### config.mk
export PLATFORM = sky130hd
export DESIGN_NAME = spi_slave_pwm_multi
export DESIGN_NICKNAME = d
export VERILOG_FILES = /design/src/rtl/spi_pwm_pkg.sv /design/src/rtl/spi_pwm_channel.sv /design/src/rtl/spi_slave_pwm_multi.sv
export SDC_FILE = /design/constraint.sdc
export NUM_CORES = 1
export LEC_CHECK = 0
export ABC_AREA = 0
export BUFFER_PORTS_ARGS = -buffer_cell sky130_fd_sc_hd__buf_2
export CORE_MARGIN = 8
export CORE_UTILIZATION = 45
export CTS_CLUSTER_SIZE = 8
export DETAILED_ROUTE_END_ITERATION = 10
export PLACE_DENSITY = 0.67
export SYNTH_ARGS = -nofsm -noshare
export SYNTH_HDL_FRONTEND = slang
export SYNTH_HIERARCHICAL = 1
export SYNTH_SLANG_ARGS = --single-unit
### constraint.sdc
create_clock -name IN_CLOCK -period 2.2 [get_ports IN_CLOCK]
set_input_delay 0.66 -clock IN_CLOCK [delete_from_list [all_inputs] [get_ports IN_CLOCK]]
set_output_delay 0.66 -clock IN_CLOCK [all_outputs]
set_load 0.05 [all_outputs]
### src/rtl/spi_pwm_pkg.sv
// spi_pwm_pkg: shared FSM states, broadcast address and frame field helpers for the SPI PWM block
package spi_pwm_pkg;
  typedef enum logic [1:0] {ST_IDLE, ST_SHIFT, ST_COMMIT} spi_state_e;
  function automatic logic [31:0] bcast_addr(input int aw);
    return (32'd1 << aw) - 32'd1;
  endfunction
  function automatic logic [31:0] frame_addr(input logic [31:0] f, input int aw, input int pw, input logic msb_first);
    return (msb_first ? f >> pw : f) & bcast_addr(aw);
  endfunction
  function automatic logic [31:0] frame_duty(input logic [31:0] f, input int aw, input int pw, input logic msb_first);
    return (msb_first ? f : f >> aw) & ((32'd1 << pw) - 32'd1);
  endfunction
endpackage

### src/rtl/spi_pwm_channel.sv
// spi_pwm_channel: one PWM channel with shadow/active duty pair and registered comparator
module spi_pwm_channel #(
  parameter int PW = 8
) (
  input  logic          clk,
  input  logic          rst_n,
  input  logic          wr_en,
  input  logic [PW-1:0] wr_data,
  input  logic          load,
  input  logic [PW-1:0] cnt,
  output logic          pwm
);
  logic [PW-1:0] shadow_q, shadow_d, active_q, active_d;
  logic pwm_q, pwm_d;
  always_comb begin
    shadow_d = wr_en ? wr_data : shadow_q;
    active_d = load ? shadow_d : active_q;
    pwm_d = cnt < active_q;
  end
  always_ff @(posedge clk)
    if (!rst_n) begin
      shadow_q <= '0;
      active_q <= '0;
      pwm_q <= 1'b0;
    end else begin
      shadow_q <= shadow_d;
      active_q <= active_d;
      pwm_q <= pwm_d;
    end
  assign pwm = pwm_q;
endmodule

### src/rtl/spi_slave_pwm_multi.sv
// spi_slave_pwm_multi: oversampled SPI slave writing per-channel PWM duties that apply at period boundaries
module spi_slave_pwm_multi
  import spi_pwm_pkg::*;
#(
  parameter int CPOL        = 1,
  parameter int CPHA        = 1,
  parameter int PACK_LENGTH = 8,
  parameter int CHANNELS    = 4,
  parameter int ADDR_WIDTH  = 4,
  parameter int MSB_FIRST   = 1,
  parameter int MAX_VALUE   = 2**PACK_LENGTH-1,
  parameter int PRESCALE    = 1
) (
  input  logic                IN_CLOCK,
  input  logic                IN_RESET,
  input  logic                SCLK,
  input  logic                MOSI,
  input  logic                CS,
  output logic                MISO,
  output logic [CHANNELS-1:0] OUT_PWM_SIGNAL,
  output logic                OUT_FRAME_VALID,
  output logic                OUT_FRAME_ERROR
);
  localparam int FRAME_BITS = ADDR_WIDTH + PACK_LENGTH;
  localparam int BW = $clog2(FRAME_BITS + 2);
  localparam int PSW = PRESCALE > 1 ? $clog2(PRESCALE) : 1;
  localparam logic [2:0] SCLK_RST = CPOL != 0 ? 3'b111 : 3'b000;
  localparam logic [BW-1:0] BITS_FULL = BW'(FRAME_BITS);
  localparam logic [BW-1:0] BITS_SAT = BW'(FRAME_BITS + 1);
  localparam logic [ADDR_WIDTH-1:0] ADDR_BCAST = ADDR_WIDTH'(bcast_addr(ADDR_WIDTH));
  localparam logic [ADDR_WIDTH-1:0] ADDR_LIM = ADDR_WIDTH'(CHANNELS);
  function automatic logic [FRAME_BITS-1:0] shl(input logic [FRAME_BITS-1:0] v, input logic b);
    return MSB_FIRST != 0 ? {v[FRAME_BITS-2:0], b} : {b, v[FRAME_BITS-1:1]};
  endfunction
  function automatic logic head(input logic [FRAME_BITS-1:0] v);
    return MSB_FIRST != 0 ? v[FRAME_BITS-1] : v[0];
  endfunction
  logic [2:0] sclk_q, sclk_d, cs_q, cs_d;
  logic [1:0] mosi_q, mosi_d;
  spi_state_e state_q, state_d;
  logic [BW-1:0] bits_q, bits_d;
  logic [FRAME_BITS-1:0] rx_q, rx_d, tx_q, tx_d, echo_q, echo_d;
  logic miso_q, miso_d;
  logic [PSW-1:0] presc_q, presc_d;
  logic [PACK_LENGTH-1:0] cnt_q, cnt_d, duty;
  logic [ADDR_WIDTH-1:0] addr;
  logic lead, trail, sample, drive, cs_fall, cs_rise, commit, ok, tick, wrap;
  always_comb begin
    sclk_d = {sclk_q[1:0], SCLK};
    cs_d = {cs_q[1:0], CS};
    mosi_d = {mosi_q[0], MOSI};
    lead = CPOL != 0 ? sclk_q[2] & ~sclk_q[1] : ~sclk_q[2] & sclk_q[1];
    trail = CPOL != 0 ? ~sclk_q[2] & sclk_q[1] : sclk_q[2] & ~sclk_q[1];
    sample = CPHA != 0 ? trail : lead;
    drive = CPHA != 0 ? lead : trail;
    cs_fall = cs_q[2] & ~cs_q[1];
    cs_rise = ~cs_q[2] & cs_q[1];
    addr = ADDR_WIDTH'(frame_addr(32'(rx_q), ADDR_WIDTH, PACK_LENGTH, MSB_FIRST != 0));
    duty = PACK_LENGTH'(frame_duty(32'(rx_q), ADDR_WIDTH, PACK_LENGTH, MSB_FIRST != 0));
    commit = state_q == ST_COMMIT;
    ok = bits_q == BITS_FULL && (addr < ADDR_LIM || addr == ADDR_BCAST);
    state_d = state_q;
    bits_d = bits_q;
    rx_d = rx_q;
    tx_d = tx_q;
    miso_d = miso_q;
    echo_d = echo_q;
    if (state_q == ST_IDLE) begin
      if (cs_fall) begin
        state_d = ST_SHIFT;
        bits_d = '0;
        tx_d = CPHA != 0 ? echo_q : shl(echo_q, 1'b0);
        miso_d = CPHA != 0 ? 1'b0 : head(echo_q);
      end
    end else if (state_q == ST_SHIFT) begin
      if (sample) begin
        rx_d = shl(rx_q, mosi_q[1]);
        bits_d = bits_q == BITS_SAT ? bits_q : bits_q + BW'(1);
      end
      if (drive) begin
        miso_d = head(tx_q);
        tx_d = shl(tx_q, 1'b0);
      end
      if (cs_rise) state_d = ST_COMMIT;
    end else begin
      state_d = ST_IDLE;
      miso_d = 1'b0;
      echo_d = ok ? rx_q : echo_q;
    end
    tick = presc_q == PSW'(PRESCALE - 1);
    wrap = tick && cnt_q == PACK_LENGTH'(MAX_VALUE - 1);
    presc_d = tick ? '0 : presc_q + PSW'(1);
    cnt_d = wrap ? '0 : tick ? cnt_q + PACK_LENGTH'(1) : cnt_q;
  end
  always_ff @(posedge IN_CLOCK)
    if (!IN_RESET) begin
      sclk_q <= SCLK_RST;
      cs_q <= '0;
      mosi_q <= '0;
      state_q <= ST_IDLE;
      bits_q <= '0;
      rx_q <= '0;
      tx_q <= '0;
      echo_q <= '0;
      miso_q <= 1'b0;
      presc_q <= '0;
      cnt_q <= '0;
    end else begin
      sclk_q <= sclk_d;
      cs_q <= cs_d;
      mosi_q <= mosi_d;
      state_q <= state_d;
      bits_q <= bits_d;
      rx_q <= rx_d;
      tx_q <= tx_d;
      echo_q <= echo_d;
      miso_q <= miso_d;
      presc_q <= presc_d;
      cnt_q <= cnt_d;
    end
  assign MISO = miso_q & (state_q != ST_IDLE);
  assign OUT_FRAME_VALID = commit & ok;
  assign OUT_FRAME_ERROR = commit & ~ok;
  for (genvar i = 0; i < CHANNELS; i++) begin : g_ch
    spi_pwm_channel #(.PW(PACK_LENGTH)) u_ch (
      .clk(IN_CLOCK),
      .rst_n(IN_RESET),
      .wr_en(OUT_FRAME_VALID & (addr == ADDR_BCAST || addr == ADDR_WIDTH'(i))),
      .wr_data(duty),
      .load(wrap),
      .cnt(cnt_q),
      .pwm(OUT_PWM_SIGNAL[i])
    );
  end
endmodule

==> results.yml <==
run_status:
  outcome: "finished, violations left"
  failed_checks: "setup timing"
pwr:
  p_int_uw: 4590
  vdd_ir_drop_max_v: 0.000501
  p_per_area_mw_per_mm2: 842
  comb_power_share_pct: 2.7
  switching_share_pct: 20.3
  power.leakage_uw: 0.00277
  power_frac_seq_pct: 40.9
  power_switching_uw: 1170
  pwr-share-clk_pct: 56.4
grt:
  grt_pass1_vias: 4319
  antenna_found_initial: 0
  grt_usage_pct: 16.1
  grt_max_degree: 68
  grt_pass1_wl_um: 21300
  grt_overflow: 0
floorplanning:
  fp-row-count: 41
  fp.dieH_um: 130
  start_util_pct: 45.9
  core_region_area_sq_mm: 0.0126
  die_x_um: 130
  pin_count: 12
  die_area_sq_mm: 0.0168
synthesis:
  synth.cell_area_sq_mm: 0.00580
  ys_ff_latch: 128
  synth_cell_type_count: 45
  synth_warnings: 6
  syn_nets: 664
  yosysSeqAreaShare_pct: 44.2
  synth-async-reset-ratio_pct: 0
  synthFlopType: "dfxtp_1"
  synth_edf_count: 0
  avgSynthCellArea_sq_um: 9.26
  netlist_instances: 626
placed_design:
  placed_cell_area_sq_mm: 0.00602
  hpwl_um: 8070
  place_congestion: 0.787
  place.port_buffers: 11
  dp_cells: 791
sta:
  rsz0062_at_grt: "true"
  relSlewSlack_pct: 63.2
  tightest_slew_ps: 550
  clock_skew_ps: 7.68
  timing_hold_violations_final: 0
  finalCriticalPeriod_ps: 2250
  slew_violations: 0
  period_share_pct: 102
  hold_slack_ps: 412
  tns_ps: -51.8
  worst_slack_ps: -51.8
  max_freq_mhz: 444
  finalSetupViolations: 1
clock_network:
  holdBufCountCts: 0
  clk_path_buf_depth: 2
  cts_sinks: 128
  clkTransAtPathRegs_ps: 60
  cts_tree: "built"
  cts_inserted_buffers: 17
  cts_root_buf: "clkbuf_16"
  clkLatencyLatePin_ps: 410
  cts_htree_levels: 4
detailed_routing:
  postRouteAntennaNets: 0
  wire_per_inst_um: 15.3
  vias: 4358
  drt_wl_total_um: 12700
  drc: 0
  drtIter0Drc: 287
  dr.pass1.iters: 5
  vias_per_cell: 5.25
setup_path:
  worst_setup_path_start_kind: "register"
  cp_max_fo: 3
  critPathKind: "register to primary output"
  critPathArrivalTime_ps: 1590
  end_kind: "primary output"
  cp.required_ps: 1540
  reg2regPathDepth: 11
final_layout:
  area_growth_pct: 18.0
  final_common_cell: "dfxtp_1"
  drive_gt1_share_pct: 13.8
  mostFrequentLayoutCells: "dfxtp_1, nand2_1, nor2b_1"
  stdcell_count: 830
  diodes: 0
  fin_area_sq_mm: 0.00684
  fin_nets: 683
hold_path:
  hold_path.class: "register to register"
  hold_depth: 1
run:
  cap_violations: 0
-- kinds of logic after synthesis --
logic type / synth area share, %
compound gates: 16.4
xor+xnor: 0.604
fa+ha+maj: 7.12
buf+inv: 6.22
flops: 44.2
mux: 5.72
other cells: 0.0647
simple gates: 19.7
-- power groups by stage --
stage	logic [uW]	registers, uW	clock network, uW
after floorplan	98.0	2420	0
after CTS	158	2360	3290
final	157	2350	3250
after global placement	151	2410	0
after global routing	175	2360	3410
after detailed placement	157	2410	0
-- path summary, 6_finish.rpt --
check	startpoint	to	slack [ps]
worst max-delay path	bits_q[0]	OUT_FRAME_VALID	-50
worst min-delay path	sclk_q[0]	sclk_q[1]	410
worst max register to register	bits_q[0]	g_ch[3].u_ch/active_q[0]	100
worst min register to register	sclk_q[0]	sclk_q[1]	410
-- cells in the mapped netlist, drive strengths merged, types with 2 or more instances --
cell	instances	area [sq um]
a211oi	9	67.6
a21boi	13	97.6
a21oi	17	100
a31oi	2	12.5
and2	5	31.3
and3	3	18.8
buf	25	185
clkbuf	11	47.5
dfxtp	128	2560
ha	33	413
inv	34	128
mux2i	32	320
nand2	91	342
nand2b	7	43.8
nand3	34	170
nand3b	2	15.0
nand4	8	50.1
nor2	20	75.1
nor2b	46	288
nor3b	3	22.5
o211a	43	430
o21ai	42	210
or2	2	12.5
or3	2	13.8
xnor2	2	17.5
xor2	2	17.5
-- per-stage QoR --
stage	worst slack, ps	utilization (%)	total power (uW)
2_1_floorplan	100	-	2520
3_3_place_gp	134	47.7	2560
3_5_place_dp	55.4	47.7	2570
4_1_cts	-39.6	53.8	5800
5_1_grt	-102	54.2	5940
6_report	-51.8	54.2	5760
-- layer usage --
layer / up-vias / share of wire, % / global-route usage, %
met5: - / 0 / 0
met4: 0 / 2.0 / 7.51
met3: 21 / 4.0 / 4.48
met2: 75 / 49 / 26.4
met1: 2065 / 45 / 19.3
li1: 2197 / - / -
-- critical path, stage by stage, from the launching register on --
cell and delay [ps]:
dfxtp_4 350, inv_4 60, ha_4 140, nand3_4 80, or2_4 250, a21oi_2 120, buf_6 170
-- area by class of cell --
type	count	area, sq um
inverters	34	130
repair buffers	36	303
flip-flops and latches	128	2580
multi-input cells	428	2920
clock buffers	19	453
clock inverters	13	234
fillers	1123	5780
well taps	172	215
-- state kept, by name, indices dropped and copies added, names as in the netlist --
name	cells
cs_q	3
mosi_q	2
rx_q	12
miso_q	1
state_q	2
tx_q	12
cnt_q	8
g_ch.u_ch/shadow_q	32
bits_q	4
echo_q	12
g_ch.u_ch/pwm	4
g_ch.u_ch/active_q	32
presc_q	1
sclk_q	3
-- repair_timing --
item,CTS,global route
resized for setup,16,11
endpoints found under the hold margin,0,0
endpoints found under the setup margin,2,12
setup buffers,6,1
pin swaps,3,0
No activity file was read; power rests on OpenSTA's default activity.
